`config.mk`:
```
export PLATFORM = sky130hd
export DESIGN_NAME = cmlk_frame_sequencer
export DESIGN_NICKNAME = d
export VERILOG_FILES = /design/src/rtl/cmlk_tg_pkg.sv /design/src/rtl/laser_period_cnt.sv /design/src/rtl/cmlk_frame_sequencer.sv
export SDC_FILE = /design/constraint.sdc
export NUM_CORES = 1
export LEC_CHECK = 0
export ABC_CLOCK_PERIOD_IN_PS = 3300
export BUFFER_PORTS_ARGS = -buffer_cell sky130_fd_sc_hd__clkbuf_2
export CORE_AREA = 2 2 123 173
export DETAILED_ROUTE_END_ITERATION = 8
export DIE_AREA = 0 0 125 175
export PLACE_DENSITY = 0.58
export SLEW_MARGIN = 10
export SYNTH_ARGS = -nofsm -noshare
export SYNTH_HDL_FRONTEND = slang
export SYNTH_SLANG_ARGS = --single-unit
```
`constraint.sdc`:
```
create_clock -name clk -period 3.3 [get_ports clk]
set_input_delay 0.495 -clock clk [delete_from_list [all_inputs] [get_ports clk]]
set_output_delay 0.495 -clock clk [all_outputs]
set_load 0.005 [all_outputs]
```
`src/rtl/cmlk_tg_pkg.sv`:
```
// Shared frame-type constants, sequencer state encoding and frame-order helper
// for the gate-pulse timing path.
package cmlk_tg_pkg;

  localparam logic [1:0] FRAME_BG = 2'b00;
  localparam logic [1:0] FRAME_A  = 2'b01;
  localparam logic [1:0] FRAME_B  = 2'b10;

  typedef enum logic [1:0] {
    ST_IDLE     = 2'd0,
    ST_RUN      = 2'd1,
    ST_STOPPING = 2'd2
  } state_t;

  // Next enabled frame after cur in cyclic BG -> A -> B order; a result <= cur
  // means the order wrapped, i.e. cur was the last enabled frame.
  function automatic logic [1:0] next_frame(input logic [2:0] mask, input logic [1:0] cur);
    logic [1:0] res;
    logic [1:0] idx;
    res = cur;
    for (int k = 3; k >= 1; k--) begin
      idx = 2'((int'(cur) + k) % 3);
      if (mask[idx]) res = idx;
    end
    return res;
  endfunction

endpackage

```
`src/rtl/laser_period_cnt.sv`:
```
// Free-running wrap counter: trig marks the cycle cnt equals period_max, cnt then wraps to 0.
// Registered count; clr has priority over en; no backpressure.
module laser_period_cnt #(
  parameter int CNT_W = 32
) (
  input  logic             clk,
  input  logic             rst_n,
  input  logic             en,
  input  logic             clr,
  input  logic [CNT_W-1:0] period_max,
  output logic [CNT_W-1:0] cnt,
  output logic             trig
);

  assign trig = en && (cnt == period_max);

  always_ff @(posedge clk or negedge rst_n) begin
    if (!rst_n) begin
      cnt <= '0;
    end else if (clr) begin
      cnt <= '0;
    end else if (en) begin
      cnt <= trig ? '0 : cnt + CNT_W'(1);
    end
  end

endmodule

```
`src/rtl/cmlk_frame_sequencer.sv`:
```
// Laser period timing master stepping BG/A/B frames; start -> first frame one cycle later.
// Config is shadowed and only reloaded at sequence boundaries; no backpressure.
module cmlk_frame_sequencer
  import cmlk_tg_pkg::*;
#(
  parameter int CNT_W = 32,
  parameter int PPF_W = 16
) (
  input  logic             clk,
  input  logic             rst_n,
  input  logic             start,
  input  logic             stop,
  input  logic             run_mode,
  input  logic [CNT_W-1:0] laser_freq,
  input  logic [PPF_W-1:0] pulses_per_frame,
  input  logic [2:0]       frame_mask,
  input  logic [PPF_W-1:0] seq_count,
  output logic [CNT_W-1:0] laser_cnt_out,
  output logic             laser_trig,
  output logic [1:0]       frame_type,
  output logic             frame_start,
  output logic [PPF_W-1:0] seq_idx,
  output logic             busy,
  output logic             done
);

  localparam logic [PPF_W:0] SEQ_ONE = 1;

  state_t           state, state_n;
  logic [CNT_W-1:0] freq_s, freq_s_n;
  logic [PPF_W-1:0] ppf_s, ppf_s_n, cnt_s, cnt_s_n;
  logic [PPF_W-1:0] pulse_cnt, pulse_cnt_n, seq_idx_n;
  logic [2:0]       mask_s, mask_s_n;
  logic             mode_s, mode_s_n;
  logic [1:0]       frame_type_n, nxt;
  logic             frame_start_n, done_n, cnt_clr, load_cfg, run_en;
  logic             frame_end, seq_end, fin;
  logic [PPF_W:0]   seq_inc;

  assign run_en = (state != ST_IDLE);
  assign busy   = run_en;

  laser_period_cnt #(.CNT_W(CNT_W)) u_laser_cnt (
    .clk        (clk),
    .rst_n      (rst_n),
    .en         (run_en),
    .clr        (cnt_clr),
    .period_max (freq_s),
    .cnt        (laser_cnt_out),
    .trig       (laser_trig)
  );

  always_comb begin
    state_n       = state;
    freq_s_n      = freq_s;
    ppf_s_n       = ppf_s;
    mask_s_n      = mask_s;
    mode_s_n      = mode_s;
    cnt_s_n       = cnt_s;
    frame_type_n  = frame_type;
    pulse_cnt_n   = pulse_cnt;
    seq_idx_n     = seq_idx;
    frame_start_n = 1'b0;
    done_n        = 1'b0;
    cnt_clr       = 1'b0;
    load_cfg      = 1'b0;
    nxt           = next_frame(mask_s, frame_type);
    frame_end     = laser_trig && ((pulse_cnt + PPF_W'(1)) == ppf_s);
    seq_end       = frame_end && (nxt <= frame_type);
    seq_inc       = {1'b0, seq_idx} + SEQ_ONE;
    fin           = seq_end && mode_s && (seq_inc == {1'b0, cnt_s});

    case (state)
      ST_IDLE: begin
        cnt_clr = 1'b1;
        if (start && !stop && frame_mask != 3'b000) begin
          state_n       = ST_RUN;
          load_cfg      = 1'b1;
          frame_type_n  = next_frame(frame_mask, FRAME_B);
          frame_start_n = 1'b1;
          pulse_cnt_n   = '0;
          seq_idx_n     = '0;
        end
      end
      default: begin
        if (laser_trig) pulse_cnt_n = pulse_cnt + PPF_W'(1);
        if (state == ST_RUN && stop) state_n = ST_STOPPING;
        if (frame_end) begin
          pulse_cnt_n = '0;
          if (seq_end && !(&seq_idx)) seq_idx_n = seq_idx + PPF_W'(1);
          // A boundary with an all-zero new mask has nothing to run, so it ends like a stop.
          if (state == ST_STOPPING || stop || fin || (seq_end && frame_mask == 3'b000)) begin
            state_n      = ST_IDLE;
            done_n       = 1'b1;
            frame_type_n = FRAME_BG;
            cnt_clr      = 1'b1;
          end else begin
            frame_start_n = 1'b1;
            if (seq_end) begin
              load_cfg     = 1'b1;
              frame_type_n = next_frame(frame_mask, FRAME_B);
            end else begin
              frame_type_n = nxt;
            end
          end
        end
      end
    endcase

    if (load_cfg) begin
      freq_s_n = (laser_freq == '0) ? CNT_W'(1) : laser_freq;
      ppf_s_n  = (pulses_per_frame == '0) ? PPF_W'(1) : pulses_per_frame;
      mask_s_n = frame_mask;
      mode_s_n = run_mode;
      cnt_s_n  = (seq_count == '0) ? PPF_W'(1) : seq_count;
    end
  end

  always_ff @(posedge clk or negedge rst_n) begin
    if (!rst_n) begin
      state       <= ST_IDLE;
      freq_s      <= '0;
      ppf_s       <= '0;
      mask_s      <= '0;
      mode_s      <= 1'b0;
      cnt_s       <= '0;
      frame_type  <= FRAME_BG;
      pulse_cnt   <= '0;
      seq_idx     <= '0;
      frame_start <= 1'b0;
      done        <= 1'b0;
    end else begin
      state       <= state_n;
      freq_s      <= freq_s_n;
      ppf_s       <= ppf_s_n;
      mask_s      <= mask_s_n;
      mode_s      <= mode_s_n;
      cnt_s       <= cnt_s_n;
      frame_type  <= frame_type_n;
      pulse_cnt   <= pulse_cnt_n;
      seq_idx     <= seq_idx_n;
      frame_start <= frame_start_n;
      done        <= done_n;
    end
  end

endmodule

```
==> impl_metrics.toml <==
[run_status]
outcome = "complete, no violations"

[timing]
period_share_pct = 98.27
hold_viol = 0
max_clock_freq_mhz = 308.4
setup_slack_ns = 0.05698
drv_slew = 0
skew_ns = 0.01487
tightest_slew_ns = 1.072
period_needed_ns = 3.243
setup_viol = 0
rsz0062_at_grt = "yes"
fin_tns_setup_ns = 0
max_slew_margin_pct = 28.29

[critical_path]
required_ns = 3.61
end_kind = "flop"
path_class = "reg2reg"
path_buf_inv = 3
crit_fanout = 7
slowest_stage = "dfrtp_1"
arrival_ns = 3.56
max_stage_delay_ns = 0.43
crit_chain = "ha_4, nand2b_4, a21boi_2, o221ai_2, o2bb2ai_1, a22oi_2, ha_2, nand2_2, o21a_4, nor4_4, buf_4, a31oi_4, buf_6, clkbuf_16, mux2_2"
cp_top_family = "compound AO/OA/AOI/OAI gates"
startpoint_type = "flop"

[grt]
antenna_found_initial = 0
grt_pass1_wl_mm = 36.08
met1_usage_pct = 24.49
grt_max_degree = 76
met3_usage_pct = 3.858
use_met2_pct = 38.02
grt_pass1_vias = 6787
grt_overflow = 0
grtUsageTotal_pct = 20.81
grt-busiest-layer = "met2"

[yosys]
async_flop_share_pct = 100.0
synth.area.top_cells = "dfrtp_1, mux2_2, xor2_1, mux2_4, xnor2_1"
synth_cell_types = 66
syn_area_um2 = 8016
synth-warning-count = 0
syn_inst = 798
synth_seq_cells = 138
avgSynthCellArea_um2 = 10.05
yosys.area.top_type_share_pct = 43.08
syn_nets = 877
synth_top_cell_by_area = "dfrtp_1"
yosysSeqAreaShare_pct = 43.08
ys.flop_type = "dfrtp_1"
synth_edf_count = 0

[cts]
clock-sinks = 138
h-tree-depth = 4
clk_latency_ns = 0.43
cts_max_path_buffers = 2
numCtsBuffers = 17
cts_tree = "done"
root_buffer = "clkbuf_16"
clkTransAtPathRegs_ns = 0.06

[floorplanning]
design.core.area_um2 = 20320
num_io_pins = 126
die-area_um2 = 21880
fp.dieH_um = 175
initial_core_util_pct = 39.44
rows = 62
chipWidth_um = 125

[pwr]
p_leak_nw = 4.713
ir_drop_uv = 401.1
finalPower_w = 0.008958
power_density_nw_per_um2 = 859.4

[final_layout]
syn_to_final_growth_pct = 30.03
final_area_um2 = 10420
mostFrequentLayoutCells = "dfrtp_1, clkbuf_2, buf_4"
num_antenna_cells = 0
seqCellArea_um2 = 3457
fillers = 1915
layout.cells.non_filler = 1260
mostFrequentLayoutCell = "dfrtp_1"
layout.nets = 1070
drive_above_1_share_pct = 35.16
multiInputGateArea_um2 = 4533

[placement]
pre_cts_slack_ns = -0.2057
postPlaceCellArea_um2 = 9438
gp_congestion = 0.8884
port_buffers = 125
dp.cells = 1214
dp_hpwl_mm = 16.90

[routing]
vias = 6858
wl_mm = 22.74
drtPass1Iterations = 4
vias_per_cell = 5.443
wl_per_cell_um = 18.05
route.detailed.drc = 0
drt.antenna.violating_nets = 0
drtIter0Drc = 298

[flow_run]
maxCapViolations = 0

[worst_hold_path]
hp-class = "in2async"
[where the power goes]
| group | internal, W | switching [W] |
|---|---|---|
| combinational | 0.00205 | 0.00176 |
| clock | 0.00129 | 0.000790 |
| sequential | 0.00233 | 0.000736 |
[through the flow]
| stage | hold slack [ns] | util (%) |
|---|---|---|
| 2_1_floorplan | 0.1994 | - |
| 3_3_place_gp | 0.4835 | 46.44 |
| 3_5_place_dp | 0.4981 | 46.44 |
| 4_1_cts | 0.1210 | 50.46 |
| 5_1_grt | 0.1388 | 51.29 |
| 6_report | 0.08214 | 51.29 |
[logic make-up after synthesis]
group                      synth area share, %
AOI/OAI and AO/OA                        11.83
xor gates and xnor gates                 10.49
buffers and inverters                    2.731
muxes                                    11.27
DFF                                      43.08
and+or+nand+nor                          19.51
adders and majority gates                1.093
[worst paths after layout]
path,slack (ns),depth (start not counted),startpoint,endpoint
worst max-delay path,0.06,15,frame_type[1]$_DFFE_PN0P_,cnt_s[13]$_DFFE_PN0P_
worst min-delay path,0.08,1,rst_n,u_laser_cnt.cnt[25]$_DFFE_PN0P_
worst max register to register,0.06,15,frame_type[1]$_DFFE_PN0P_,cnt_s[13]$_DFFE_PN0P_
worst min register to register,0.50,1,pulse_cnt[15]$_DFFE_PN0P_,pulse_cnt[15]$_DFFE_PN0P_
max in group asynchronous,2.40,2,rst_n,seq_idx[0]$_DFFE_PN0P_
min in group clk,0.30,2,run_mode,mode_s$_DFFE_PN0P_
[routing by layer]
layer  vias to the layer above  part of all wire (%)
li1                       3317                     -
met1                      3342                    41
met2                       171                    53
met3                        28                   3.7
met4                         0                   2.0
met5                         -                     0
[layout make-up]
cell class,count,area share (%)
Inverter,16,0.5762
Tap cell,256,3.073
Sequential cell,138,33.17
Multi-Input combinational cell,611,43.49
Clock buffer,19,4.249
Timing Repair Buffer,207,13.64
Clock inverter,13,1.813
[sequential cells by signal (all words and copies together), names as in the netlist]
signal,cells
cnt_s,16
done,1
frame_start,1
frame_type,2
freq_s,32
mask_s,3
mode_s,1
ppf_s,16
pulse_cnt,16
seq_idx,16
state,2
u_laser_cnt.cnt,32
[Yosys cell counts (10+ instances only)]
cell type	instances
dfrtp_1	138
nor2_1	62
xor2_1	62
o21ai_0	52
mux2_2	50
nand2_1	45
nand3_1	37
nor4_1	36
xnor2_1	34
a21oi_1	28
mux2_4	20
nand4_1	20
clkbuf_1	19
o31ai_1	17
inv_1	16
nor3_1	15
and3_1	11
nor2b_1	11
buf_2	10
[repair_timing]
action	CTS	global route
hold buffers	0	0
cloned	2	2
resized for setup	19	34
pin swaps	9	8
buffers inserted	8	3
setup endpoints to repair	83	87
Power figures use the tool's default switching activity.
